**src/rtl/flag_register_unit.sv**
```systemverilog
// Architectural O/S/C/Z flag holder: masked ALU writeback, in-flight writer count, branch handshake.
// Define FLAG_BYPASS_EN to grant on the post-update count, saving one cycle of branch latency.
module flag_register_unit #(
    parameter int unsigned PEND_W = 3
) (
    input  logic              clk,
    input  logic              rst,
    input  logic              issue_valid,
    output logic              issue_stall,
    input  logic              wb_valid,
    input  logic [3:0]        wb_mask,
    input  logic              alu_O,
    input  logic              alu_S,
    input  logic              alu_C,
    input  logic              alu_Z,
    input  logic              br_req,
    output logic              br_ack,
    output logic              O,
    output logic              S,
    output logic              C,
    output logic              Z,
    output logic [PEND_W-1:0] pending,
    output logic              wb_err
);

    localparam logic [PEND_W-1:0] PendMax = '1;

    typedef enum logic [1:0] {StIdle, StWait, StGrant} state_e;

    state_e            state_q;
    logic [PEND_W-1:0] pend_q, pend_d;
    logic              issue_ok, retire, pend_zero;

    assign issue_stall = (pend_q == PendMax);
    assign issue_ok    = issue_valid && !issue_stall;
    assign retire      = wb_valid && (pend_q != '0);
    assign pending     = pend_q;

    always_comb begin
        pend_d = pend_q;
        if (issue_ok && !retire) begin
            pend_d = pend_q + 1'b1;
        end else if (!issue_ok && retire) begin
            pend_d = pend_q - 1'b1;
        end
    end

`ifdef FLAG_BYPASS_EN
    // Grant at the same edge as the final retire; the fresh flags land with the ack.
    assign pend_zero = (pend_d == '0);
`else
    assign pend_zero = (pend_q == '0);
`endif

    always_ff @(posedge clk or posedge rst) begin
        if (rst) begin
            pend_q <= '0;
            O      <= 1'b0;
            S      <= 1'b0;
            C      <= 1'b0;
            Z      <= 1'b0;
            wb_err <= 1'b0;
        end else begin
            pend_q <= pend_d;
            if (retire) begin
                if (wb_mask[0]) O <= alu_O;
                if (wb_mask[1]) S <= alu_S;
                if (wb_mask[2]) C <= alu_C;
                if (wb_mask[3]) Z <= alu_Z;
            end
            if (wb_valid && (pend_q == '0)) begin
                wb_err <= 1'b1;
            end
        end
    end

    always_ff @(posedge clk or posedge rst) begin
        if (rst) begin
            state_q <= StIdle;
            br_ack  <= 1'b0;
        end else begin
            br_ack <= 1'b0;
            case (state_q)
                StIdle: begin
                    if (br_req) begin
                        if (pend_zero) begin
                            state_q <= StGrant;
                            br_ack  <= 1'b1;
                        end else begin
                            state_q <= StWait;
                        end
                    end
                end
                StWait: begin
                    if (pend_zero) begin
                        state_q <= StGrant;
                        br_ack  <= 1'b1;
                    end
                end
                StGrant: state_q <= StIdle;
                default: state_q <= StIdle;
            endcase
        end
    end

endmodule

```
**config.mk**
```make
export PLATFORM = sky130hd
export DESIGN_NAME = flag_register_unit
export DESIGN_NICKNAME = d
export VERILOG_FILES = /design/src/rtl/flag_register_unit.sv
export SDC_FILE = /design/constraint.sdc
export NUM_CORES = 1
export LEC_CHECK = 0
export ABC_AREA = 1
export CAP_MARGIN = 10
export CORE_AREA = 2 2 39 41
export CTS_BUF_LIST = sky130_fd_sc_hd__clkbuf_2
export CTS_CLUSTER_SIZE = 16
export DETAILED_ROUTE_END_ITERATION = 7
export DIE_AREA = 0 0 41 43
export PLACE_DENSITY_LB_ADDON = 0.25
export SYNTH_ARGS = -nofsm -noshare
export SYNTH_HDL_FRONTEND = slang
export SYNTH_SLANG_ARGS = --single-unit
```
**constraint.sdc**
```tcl
create_clock -name clk -period 4.33 [get_ports clk]
set_clock_uncertainty 0.05 [all_clocks]
set_input_delay 0.866 -clock clk [delete_from_list [all_inputs] [get_ports clk]]
set_output_delay 0.866 -clock clk [all_outputs]
set_load 0.05 [all_outputs]
```
==> flow_summary_export.csv <==
group,metric,value,unit
critical_path,cp-start-kind,"register",
job,cap_violations,0,
critical_path,cp.required,3.41,ns
die,start_util,0.3906,
critical_path,r2r_cells,10,
global_route,grt_start_max_net_pins,12,
critical_path,r2r_end,"pending[2]",
cts,clk_pin_slew,0.09,ns
logic_synthesis,synthDistinctLibCells,17,
cts,htree_levels,1,
sta,drv_slew,0,
logic_synthesis,synth_seq_cells,11,
drt,drt_iter0_drc,0,
critical_path,worst_ep_arrival_time,1.71,ns
worst_hold_path,hold_path_depth,2,
final_layout,drive_above_1_share,0.1220,
die,ios,23,
die,floorplan.rows,14,
drt,drtPass1Iterations,1,
critical_path,r2r_start,"pending[0]",
sta,fin_crit_sh,0.6075,
sta,setup_viol,0,
final_layout,finalInstanceArea,784.5,um2
logic_synthesis,postSynthAreaPerCell,9.319,um2
die,core-area,0.001384,mm2
power_and_ir_drop,p_per_area,740.8,mW/mm2
logic_synthesis,ys.warnings.count,0,
final_layout,fillers,150,
die,die_y,43,um
sta,worst_slew_pin_slew,0.5022,ns
power_and_ir_drop,power_leakage,0.0003805,uW
run_status,status,"complete, no violations",
final_layout,multi_input_area,222.7,um2
final_layout,diodes,0,
power_and_ir_drop,ir_worst_vdd,0.0004897,V
sta,fin_crit,2.630,ns
global_route,grt-ovfl-total,0,
final_layout,syn_to_final_growth,45.14,%
drt,vias,450,
critical_path,rrSetupSlack,2.36,ns
cts,cts_setup_buffers,0,
placement,dpl.hpwl,805.4,um
sta,rsz0062_at_grt,"false",
cts,cts_tree,"done",
final_layout,seq_area,275.3,um2
drt,via_per_inst,4.592,
sta,timing.fmax,0.3802,GHz
critical_path,path_max_fanout,5,
sta,max_slew_margin,0.6642,
cts,cts_buffers,3,
sta,finalHoldViolCount,0,
critical_path,critPathLaunch,"pending[0]",
logic_synthesis,syn_nets,73,
logic_synthesis,syn_area,540.5,um2
drt,wire_per_inst,10.58,um
critical_path,slowest_delay,0.80,ns
drt,remaining_drc_errors,0,
cts,clock_latency,0.24,ns
critical_path,endpoint_kind,"output port",
final_layout,utilization,0.5669,
die,die_area,0.001763,mm2
final_layout,fin_nets,98,
cts,cts.repair.resized,0,
critical_path,path_class,"register to output port",
global_route,grt_pass1_vias,388,
drt,wirelength,1037,um
cts,clock_path_buffers,2,
cts,clock_sinks,11,
global_route,grtUsageTotal,0.1378,
cts,cts_hold_buf,0,
critical_path,path_cells,"nand3_1 > inv_1 > clkdlybuf4s50_1",
sta,tns,0,ns
drt,drtAntennaViolNets,0,
placement,place_area,764.5,um2
critical_path,cpMaxStageDelayCell,"clkdlybuf4s50_1",
cts,clockRootBuffer,"clkbuf_2",
global_route,antenna_found_initial,0,
logic_synthesis,synth_seq_area_share,0.5093,
final_layout,stdcell_count,98,
die,die_x,41,um
placement,gp_congestion,0.7354,
global_route,grt_pass1_wl,1593,um
placement,io_buffers,22,
worst_hold_path,hp-class,"register to register",
placement,place_inst,94,
logic_synthesis,synthCells,58,
critical_path,endpoint,"issue_stall",
==> flip-flops by register name, indices dropped and copies added (netlist names) <==
name     cells
wb_err       1
state_q      2
Z            1
br_ack       1
S            1
O            1
C            1
pending      3
==> where the power goes <==
part           leakage (uW)  internal (uW)  switching [uW]
logic              0.000231            120             228
clock network     0.0000166           24.6            29.5
registers          0.000133            146            33.4
total              0.000381            291             290
==> layout by cell type (no fill, tap or decap) <==
master           instances
fa_1                     1
nand3_2                  3
o21bai_1                 1
nand2_1                 17
nand4_1                  5
nor2_1                   2
clkbuf_2                 4
inv_1                    7
nor2_2                   1
a31o_2                   1
ha_1                     1
a21oi_1                  1
xnor2_1                  1
nand3_1                  3
nand2_2                  1
clkdlybuf4s50_1         22
dfrtp_1                 11
==> final cells by class <==
cell class                 count  area share
clock buffer                   4     0.02552
inverter                       7     0.03349
multi-input combinational     38      0.2839
sequential                    11      0.3509
tap                           16     0.02552
timing repair buffer          22      0.2807
==> critical path: cells and delay by family (launching register included) <==
| kind | cells | cell delay (ns) |
|---|---|---|
| DFF | 1 | 0.48 |
| and+or+nand+nor | 1 | 0.13 |
| buffers and inverters | 2 | 0.87 |
==> worst min path at each step <==
stage | from | endpoint | slack [ns]
2_1_floorplan | state_q[0] | br_ack | 0.46
3_3_place_gp | wb_err | wb_err | 0.40
3_5_place_dp | O | O | 0.41
4_1_cts | O | O | 0.43
5_1_grt | O | O | 0.44
6_report | O | O | 0.43
==> per-layer routing <==
metal,track usage,vias to the layer above,wire length (um)
met4,0.1000,0,19
met3,0.03141,2,66
met5,0,-,0
met2,0.1844,13,471
met1,0.1864,198,480
li1,-,237,-
==> Yosys cell counts (all sizes together) <==
master / instances / area [um2]
xnor2: 1 / 8.760
inv: 7 / 26.28
fa: 1 / 20.02
ha: 1 / 12.51
a21oi: 1 / 5.000
nand2: 18 / 70.07
nor2: 3 / 13.77
dfrtp: 11 / 275.3
buf: 2 / 16.26
nand4: 5 / 31.28
a31o: 1 / 8.760
nand3: 6 / 45.04
o21bai: 1 / 7.510
==> logic make-up (layout without fill, tap and decap cells) <==
group,Yosys count,in the layout,share of synthesized area
compound gates,3,3,0.03935
xor+xnor,1,1,0.01621
fa+ha+maj,2,2,0.06018
buf+inv,9,33,0.07870
flops,11,11,0.5093
simple gates,32,32,0.2963
==> per-stage QoR <==
stage | setup slack [ns] | total power, uW | hold slack (ns)
4_1_cts | 1.662 | 589.0 | 0.4332
3_3_place_gp | 1.649 | 529.3 | 0.4018
3_5_place_dp | 1.634 | 534.3 | 0.4114
2_1_floorplan | 2.194 | 431.6 | 0.4553
6_report | 1.700 | 581.1 | 0.4281
5_1_grt | 1.576 | 622.3 | 0.4444
(Power assumes the default switching activity.)
